**config.mk**
```make
export PLATFORM = sky130hd
export DESIGN_NAME = cordic_req_sequencer
export DESIGN_NICKNAME = d
export VERILOG_FILES = /design/src/rtl/cordic_req_sequencer.sv
export SDC_FILE = /design/constraint.sdc
export NUM_CORES = 1
export LEC_CHECK = 0
export BUFFER_PORTS_ARGS = -buffer_cell sky130_fd_sc_hd__buf_2
export CORE_MARGIN = 8
export CORE_UTILIZATION = 40
export CTS_CLUSTER_DIAMETER = 60
export DETAILED_ROUTE_END_ITERATION = 8
export SETUP_SLACK_MARGIN = 0.2
export SLEW_MARGIN = 5
export SYNTH_ARGS = -nofsm -noshare
export SYNTH_HDL_FRONTEND = slang
export SYNTH_SLANG_ARGS = --single-unit
```
**constraint.sdc**
```tcl
create_clock -name clock -period 14.63 [get_ports clock]
set_input_delay 2.1945 -clock clock [delete_from_list [all_inputs] [get_ports clock]]
set_output_delay 2.1945 -clock clock [all_outputs]
set_load 0.02 [all_outputs]
```
**src/rtl/cordic_req_sequencer.sv**
```systemverilog
// Valid/ready front end for the handshake-free 8-stage CORDIC core: issues requests, tracks them
// through a latency-matched pipe and queues results. Optional stats: define CORDIC_SEQ_STATS_EN.
module cordic_req_sequencer #(
   parameter int unsigned LATENCY    = 10,
   parameter int unsigned FIFO_DEPTH = 16,
   parameter int unsigned DW         = 16
) (
   input  logic                             clock,
   input  logic                             reset,
   input  logic                             flush,
   input  logic                             req_valid,
   output logic                             req_ready,
   input  logic                             req_op,
   input  logic [DW-1:0]                    req_x,
   input  logic [DW-1:0]                    req_y,
   input  logic [DW-1:0]                    req_angle,
   output logic                             core_op_mode,
   output logic [DW-1:0]                    core_x,
   output logic [DW-1:0]                    core_y,
   output logic [DW-1:0]                    core_rot,
   input  logic [DW-1:0]                    core_out0,
   input  logic [DW-1:0]                    core_out1,
   output logic                             rsp_valid,
   input  logic                             rsp_ready,
   output logic                             rsp_op,
   output logic [DW-1:0]                    rsp_a,
   output logic [DW-1:0]                    rsp_b,
   output logic [$clog2(LATENCY+1)-1:0]     inflight,
   output logic                             busy
`ifdef CORDIC_SEQ_STATS_EN
   ,
   output logic [15:0]                      stat_issued,
   output logic [15:0]                      stat_dropped
`endif
);

   localparam int unsigned AW  = $clog2(FIFO_DEPTH);
   localparam int unsigned NW  = AW + 1;
   localparam int unsigned CW  = $clog2(FIFO_DEPTH + 1);
   localparam int unsigned IW  = $clog2(LATENCY + 1);
   // The issue register adds one more op in flight than the pipe alone holds.
   localparam int unsigned IWI = $clog2(LATENCY + 2);
   localparam int unsigned EW  = 2 * DW + 1;

   localparam logic [1:0] StIdle  = 2'd0;
   localparam logic [1:0] StRun   = 2'd1;
   localparam logic [1:0] StFlush = 2'd2;

   logic [1:0]         state_q, state_d;
   logic [CW-1:0]      credit_q, credit_d;
   logic [IWI-1:0]     inflight_q, inflight_d;
   logic               issue_vld_q;
   logic               core_op_q;
   logic [DW-1:0]      core_x_q, core_y_q, core_rot_q;
   logic [LATENCY-1:0] vld_pipe_q, vld_pipe_d;
   logic [LATENCY-1:0] op_pipe_q, op_pipe_d;

   logic [EW-1:0]      mem_q [FIFO_DEPTH];
   logic [AW-1:0]      wr_ptr_q, rd_ptr_q;
   logic [NW-1:0]      count_q;
   logic [EW-1:0]      head;

   logic accept, tail_vld, in_flush, push, drop, pop, flush_done, fifo_nempty;

   assign in_flush    = (state_q == StFlush);
   assign fifo_nempty = (count_q != '0);
   assign req_ready   = reset && (state_q == StIdle || state_q == StRun) && (credit_q != '0)
                        && !flush;
   assign accept      = req_valid && req_ready;
   assign tail_vld    = vld_pipe_q[LATENCY-1];
   assign push        = tail_vld && !in_flush;
   assign drop        = tail_vld && in_flush;
   assign rsp_valid   = fifo_nempty && !in_flush;
   assign pop         = rsp_valid && rsp_ready;
   assign flush_done  = in_flush && (inflight_q == '0);

   always_comb begin
      state_d = state_q;
      if (flush) begin
         state_d = StFlush;
      end else begin
         case (state_q)
            StIdle:  if (accept) state_d = StRun;
            StRun:   if (inflight_q == '0 && !accept) state_d = StIdle;
            StFlush: if (inflight_q == '0) state_d = StIdle;
            default: state_d = StIdle;
         endcase
      end
   end

   always_comb begin
      credit_d = credit_q;
      if (flush_done) begin
         credit_d = CW'(FIFO_DEPTH);
      end else begin
         credit_d = credit_q + CW'(pop) + CW'(drop) - CW'(accept);
      end
      inflight_d = inflight_q + IWI'(accept) - IWI'(tail_vld);
   end

   always_comb begin
      vld_pipe_d    = vld_pipe_q;
      op_pipe_d     = op_pipe_q;
      vld_pipe_d[0] = issue_vld_q;
      op_pipe_d[0]  = core_op_q;
      for (int unsigned i = 1; i < LATENCY; i++) begin
         vld_pipe_d[i] = vld_pipe_q[i-1];
         op_pipe_d[i]  = op_pipe_q[i-1];
      end
   end

   always_ff @(posedge clock or negedge reset) begin
      if (!reset) begin
         state_q     <= StIdle;
         credit_q    <= CW'(FIFO_DEPTH);
         inflight_q  <= '0;
         issue_vld_q <= 1'b0;
         core_op_q   <= 1'b0;
         core_x_q    <= '0;
         core_y_q    <= '0;
         core_rot_q  <= '0;
         vld_pipe_q  <= '0;
         op_pipe_q   <= '0;
      end else begin
         state_q     <= state_d;
         credit_q    <= credit_d;
         inflight_q  <= inflight_d;
         issue_vld_q <= accept;
         // Core inputs return to zero whenever nothing is issued.
         core_op_q   <= accept ? req_op    : 1'b0;
         core_x_q    <= accept ? req_x     : '0;
         core_y_q    <= accept ? req_y     : '0;
         core_rot_q  <= accept ? req_angle : '0;
         vld_pipe_q  <= vld_pipe_d;
         op_pipe_q   <= op_pipe_d;
      end
   end

   always_ff @(posedge clock or negedge reset) begin
      if (!reset) begin
         wr_ptr_q <= '0;
         rd_ptr_q <= '0;
         count_q  <= '0;
      end else if (flush_done) begin
         wr_ptr_q <= '0;
         rd_ptr_q <= '0;
         count_q  <= '0;
      end else begin
         if (push) wr_ptr_q <= wr_ptr_q + AW'(1);
         if (pop)  rd_ptr_q <= rd_ptr_q + AW'(1);
         count_q <= count_q + NW'(push) - NW'(pop);
      end
   end

   always_ff @(posedge clock) begin
      if (push) mem_q[wr_ptr_q] <= {op_pipe_q[LATENCY-1], core_out0, core_out1};
   end

   assign head         = mem_q[rd_ptr_q];
   assign rsp_op       = rsp_valid ? head[EW-1]        : 1'b0;
   assign rsp_a        = rsp_valid ? head[2*DW-1:DW]   : '0;
   assign rsp_b        = rsp_valid ? head[DW-1:0]      : '0;
   assign core_op_mode = core_op_q;
   assign core_x       = core_x_q;
   assign core_y       = core_y_q;
   assign core_rot     = core_rot_q;
   assign inflight     = inflight_q[IW-1:0];
   assign busy         = (state_q != StIdle) || (inflight_q != '0) || fifo_nempty;

`ifdef CORDIC_SEQ_STATS_EN
   logic [15:0] stat_issued_q, stat_dropped_q;

   always_ff @(posedge clock or negedge reset) begin
      if (!reset) begin
         stat_issued_q  <= '0;
         stat_dropped_q <= '0;
      end else begin
         if (accept) stat_issued_q  <= stat_issued_q + 16'd1;
         if (drop)   stat_dropped_q <= stat_dropped_q + 16'd1;
      end
   end

   assign stat_issued  = stat_issued_q;
   assign stat_dropped = stat_dropped_q;
`endif

endmodule

```
Word-level counts from Yosys, hierarchy flattened

Memories as Yosys holds them, arrays and structs flattened.
Cells that the tools add are included.

Output and inout bits: 89
RAM bits: 528
Input port bits: 86
Register bits: 94
Word-level logic and storage cells: 73
Memories kept: 1

Reductions and logical operators: 25
Muxes and demuxes: 20
Add/subtract/negate cells: 9
Equal/unequal tests: 5

Memory list:

| name  | depth | width | rd ports | clocked after memory_dff | write ports | line | text |
|---|---|---|---|---|---|---|---|
| mem_q | 16    | 33    | 1        | 0                        | 1           | 58   | `logic [EW-1:0] mem_q [FIFO_DEPTH];` |

Operators with widths:

| operator                                              | count |
|---|---|
| two-way mux 16 bit                                    | 5 |
| two-way mux 4 bit                                     | 4 |
| adder 5 x 1 -> 5 bit                                  | 3 |
| logical AND 1 bit                                     | 10 |
| two-way mux 5 bit                                     | 2 |
| nonzero test 5 bit                                    | 2 |
| subtractor 5 x 1 -> 5 bit                             | 2 |
| adder 4 x 1 -> 4 bit, second input constant           | 2 |
| two-way mux 2 bit                                     | 4 |
| inequality test 3 x 2 -> 1 bit, second input constant | 2 |
| one-hot mux 2 bit (3 select lines)                    | 1 |
| nonzero test 2 bit                                    | 3 |
| adder 4 x 1 -> 4 bit                                  | 1 |
| logical NOT 4 bit                                     | 1 |
| two-way mux 1 bit                                     | 4 |
| nonzero test 4 bit                                    | 1 |
| subtractor 4 x 1 -> 4 bit                             | 1 |
| logical NOT 1 bit                                     | 3 |
| logical OR 1 bit                                      | 3 |
| inequality test 3 bit, second input constant          | 1 |
| AND reduction 3 bit                                   | 1 |
| equality test 2 x 1 -> 1 bit, second input constant   | 1 |
| equality test 2 bit, second input constant            | 1 |
| logical NOT 2 bit                                     | 1 |

Logic depth before layout (Yosys ltp)

Word-level depth: 11
Mapped depth: 14
Gate-level depth less buffers: 13

Worst setup path after synthesis

OpenSTA, ideal clock, no wires.

Path kind: input -> output
From: input flush
To: output req_ready
Slack: 9800 ps
Stages: 3
Required time: 12436 ps
Path buffers: 0
Arrival: 2635 ps
Path through: nor2_1 -> nand2_1 -> nor2_1

Cells in the longest elaborated chain, start to end: 2

RTL lines:

| element            | line | text |
|---|---|---|
| start: declaration | 10   | `input logic flush,` |
| logical NOT 1 bit  | 68   | `&& !flush;` |
| logical AND 1 bit  | 68   |  |
| end: declaration   | 12   | `output logic req_ready,` |

Every way passes these cells.

Worst setup path after layout

From: register rd_ptr_q[1]
To: output rsp_b[15]

Cells in the longest elaborated chain, start to end: 2

RTL lines:

| element                  | line | text |
|---|---|---|
| start: declaration       | 59   | `logic [AW-1:0] wr_ptr_q, rd_ptr_q;` |
| start signal: assignment | 150  | `if (pop) rd_ptr_q <= rd_ptr_q + AW'(1);` |
| memory (16 x 33 bit)     | -    |  |
| two-way mux 16 bit       | 162  | `assign rsp_b = rsp_valid ? head[DW-1:0] : '0;` |
| end: declaration         | 27   | `output logic [DW-1:0] rsp_b,` |

Every way passes these cells.

==> implementation parameters <==
Parameter                              Value

Routing
  Number of design rule violations left after detail routing ... 0
  Antenna Violating Nets Remaining ... 0
  Routed vias/inst ... ~5.3
  Initial DRC Count ... approximately 770
  Total number of vias ... around 11000
  Average routed wire per standard cell ... around 24 um
  Detailed-router iteration count before antenna repair ... 5
  Final wirelength ... 51000 um

Placement
  Hpwl dp ... about 27000 um
  Placer's final routability congestion estimate ... approximately 0.74
  Number of placed instances with taps included ... 2024
  Worst slack at placement ... between 8 and 9 ns
  Input/output buffers ... ~170

Synthesis
  Flip-flop and latch count after synthesis ... slightly above 600
  Netlist cell types ... between 40 and 50
  Proportion of synthesized flip-flops having asynchronous set or reset ... between 10% and 20%
  Commonest cells in the synthesized netlist ... edfxtp_1, mux4_2, dfrtp_1
  Mean area per synthesized cell ... between 20 and 25 sq um
  Most area-consuming cells after synthesis ... edfxtp_1, mux4_2, dfrtp_1, and2_1, mux2_2
  Proportion of synthesized chip area in sequential cells ... between 70% and 80%
  Post-Syn Instances ... about 1100
  Library cell with the largest summed area after synthesis ... edfxtp_1
  Synth warn ... 0
  Most instantiated library cell after synthesis ... edfxtp_1
  Primary FF master, synth ... edfxtp_1
  Cell Area, Synth ... roughly 24000 sq um
  Mapped Nets ... ~1200
  Number of synthesized flops with an enable pin ... 528
  Top cell type's share of synthesized area ... approximately two thirds

Setup path
  Standard cell with the maximum stage delay on the critical path ... dfrtp_4
  Category of the most critical setup path ... register to primary output
  Data required time of the worst path ... roughly 12 ns
  Reg-to-reg startpoint ... count_q[3]
  Worst path top cell family by delay ... flip-flops
  Arr. time, crit path ... 4.02 ns
  Combined buffer and inverter count along the critical path ... 2
  Biggest fanout along the worst timing path ... about 70
  Endpoint of the lowest-slack register-to-register path ... count_q[4]
  Slack of the worst reg-to-reg path ... around 11 ns
  Crit end category ... primary output
  Crit path launch type ... register
  Worst Reg-to-Reg Cells ... 13
  Worst-path cell chain ... buf_4, mux4_2, mux2_2, a221o_1, buf_2
  Delay of the slowest cell on the worst path ... around 1.1 ns

CTS
  Sink Count ... 622
  Number of levels in the clock H-tree ... 3
  Max Root-Sink Buffers ... 3
  Buffers inserted during post-CTS setup optimization ... 0
  Post-cts repair resize count ... 0
  CTS tree ... built
  Register clock-pin slew on the reported worst setup and hold paths ... 0.06 ns
  Root buffer cell ... clkbuf_16
  Number of hold buffers added after cts ... 0
  Number of buffers created by CTS ... between 60 and 70
  Clock insertion delay at the later pin of the skew report ... roughly 0.6 ns

Finish
  Share of layout cells above drive strength 1 ... about a third
  Antenna cell count ... 0
  Count of fill cells added during filler insertion ... 4957
  Area growth from synthesis to final layout ... 16.1%
  Total Nets Final ... about 1400
  Number of standard cells in the layout, taps in and fillers out ... 2140

Power
  Largest voltage drop on the vdd net ... 139 uV
  Total power per unit cell area ... ~160 nW/um^2
  Pleak ... 9.65 nW

Global routing
  Largest net degree at the start of global routing ... about 120
  Total routing usage reported by global routing ... approximately 15%
  Remaining global-route overflow ... 0
  Antenna violations before repair ... 3
  First-pass GRT wire length ... just under 80000 um
  Vias in the first global route ... 12300

Floorplanning
  Starting density of the core ... approximately 40%
  Core Rows ... just under 90
  Number of placed I/O pins ... approximately 180
  Y dimension of the die ... between 200 and 300 um
  Die Outline Area ... 67400 sq um
  Width of the die ... between 200 and 300 um
  Core Region ... 58800 sq um

Min path
  Terminating pin of the worst hold path ... op_pipe_q[4]
  Cells on Worst Hold Path ... 0
  Worst Min Path Start ... op_pipe_q[3]
  Path type of the worst min-delay path ... register to register

Timing
  Slew at the pin closest to its max-slew limit ... 1.19 ns
  Max-slew violation total from the final report ... 0
  Maximum achievable frequency ... 161 MHz
  Final-report hold violation count ... 0
  Final min period ... 6.21 ns
  Worst Setup Slack, final ... roughly 8.4 ns
  Worst clock skew ... around 0.016 ns
  Worst slew margin relative to its limit ... about a fifth
  Post-route setup TNS ... 0 ns
  Unrepaired setup endpoints after global routing ... no
  Final critical-path share of the clock period ... about 42%
  Number of endpoints failing setup at the final stage ... 0

Run
  Max Cap Viol ... 0

Outcome
  Outcome ... completed
## cell families after synthesis
kind of cell               count (synthesis)  synth area share [%]
DFF                                      622                  76.7
muxes                                    166                  14.1
and+or+nand+nor                          147                  3.68
buffers and inverters                     81                  1.72
AOI/OAI and AO/OA                         52                  1.84
adders and majority gates                 25                  1.44
xor gates and xnor gates                  13                 0.480
## cell usage in the layout, fill, tap and decap left out, types with 2 or more instances in the layout
cell	Yosys	final
xnor2_1	8	8
dfrtp_1	93	91
clkbuf_1	29	13
inv_1	27	27
mux2i_1	2	2
nor2b_1	37	37
nor4_2	0	4
clkinv_2	0	10
nand2_1	5	5
nor2_4	0	4
mux2_2	32	32
a221o_1	32	32
edfxtp_1	528	528
xor2_1	5	5
nor3b_1	2	2
ha_1	21	21
fa_1	4	4
or3_1	2	2
nor4b_1	2	2
clkbuf_16	0	68
clkinvlp_4	0	2
nand3_1	4	4
and2_2	0	8
mux4_2	132	132
bufinv_16	0	2
buf_4	3	24
a21o_1	3	3
clkinv_1	1	13
buf_2	9	173
dfrtp_4	0	2
nor2_1	22	18
and2_1	58	50
o21ai_0	6	6
inv_6	0	3
clkinv_4	0	2
a21oi_1	8	8
nand4_1	3	3
## where the power goes
| group | switching, mW | internal, mW | total, mW |
|---|---|---|---|
| Clock | 0.665 | 0.896 | 1.56 |
| Sequential | 0.0600 | 1.96 | 2.02 |
| Combinational | 0.374 | 0.392 | 0.765 |
## through the flow
stage               cell area [sq um]  util [%]  total power, mW  hold slack (ns)
floorplan                       23700         -             2.64            0.331
finish                          27600      46.9             4.34            0.344
global placement                25500      43.4             2.83            0.332
global route                    27600      46.9             4.53            0.357
detailed placement              25500      43.4             2.84            0.336
CTS                             27600      46.9             4.41            0.346
## metal layers
metal / routed length [um] / global-route usage [%] / up-vias / part of all wire, %
met3: 3570 / 3.99 / 67 / 7.0
met2: 24200 / 23.9 / 372 / 47
met5: 45 / 0 / - / 0.088
met1: 22400 / 20.9 / 6007 / 44
li1: - / - / 4883 / -
met4: 915 / 4.26 / 6 / 1.8
## flip-flops by register name, indices dropped and copies added (netlist names), 5 cells and up
signal and flops:
core_rot 16, core_x 16, core_y 16, count_q 5, credit_q 5, mem_q 528
op_pipe_q 10, vld_pipe_q 10
## worst max-delay path by stage
stage,startpoint,end,slack (ns),cells after the start
after floorplan,flush,req_ready,9.80,3
after detailed placement,rd_ptr_q[1],rsp_b[15],8.99,5
after CTS,rd_ptr_q[1],rsp_b[15],8.35,5
after global placement,rd_ptr_q[1],rsp_b[12],9.00,5
final,rd_ptr_q[1],rsp_b[15],8.42,5
after global routing,rd_ptr_q[1],rsp_b[15],8.26,5
## cell type report
type / instances / area, sq um / share of cell area [%]
Inverter: 28 / 105 / 0.381
Sequential cell: 622 / 18200 / 66.1
Timing Repair Buffer: 198 / 1070 / 3.87
Tap cell: 773 / 967 / 3.51
Multi-Input combinational cell: 403 / 5190 / 18.8
Clock buffer: 82 / 1760 / 6.40
Clock inverter: 34 / 254 / 0.921
Power figures use the tool's default switching activity.
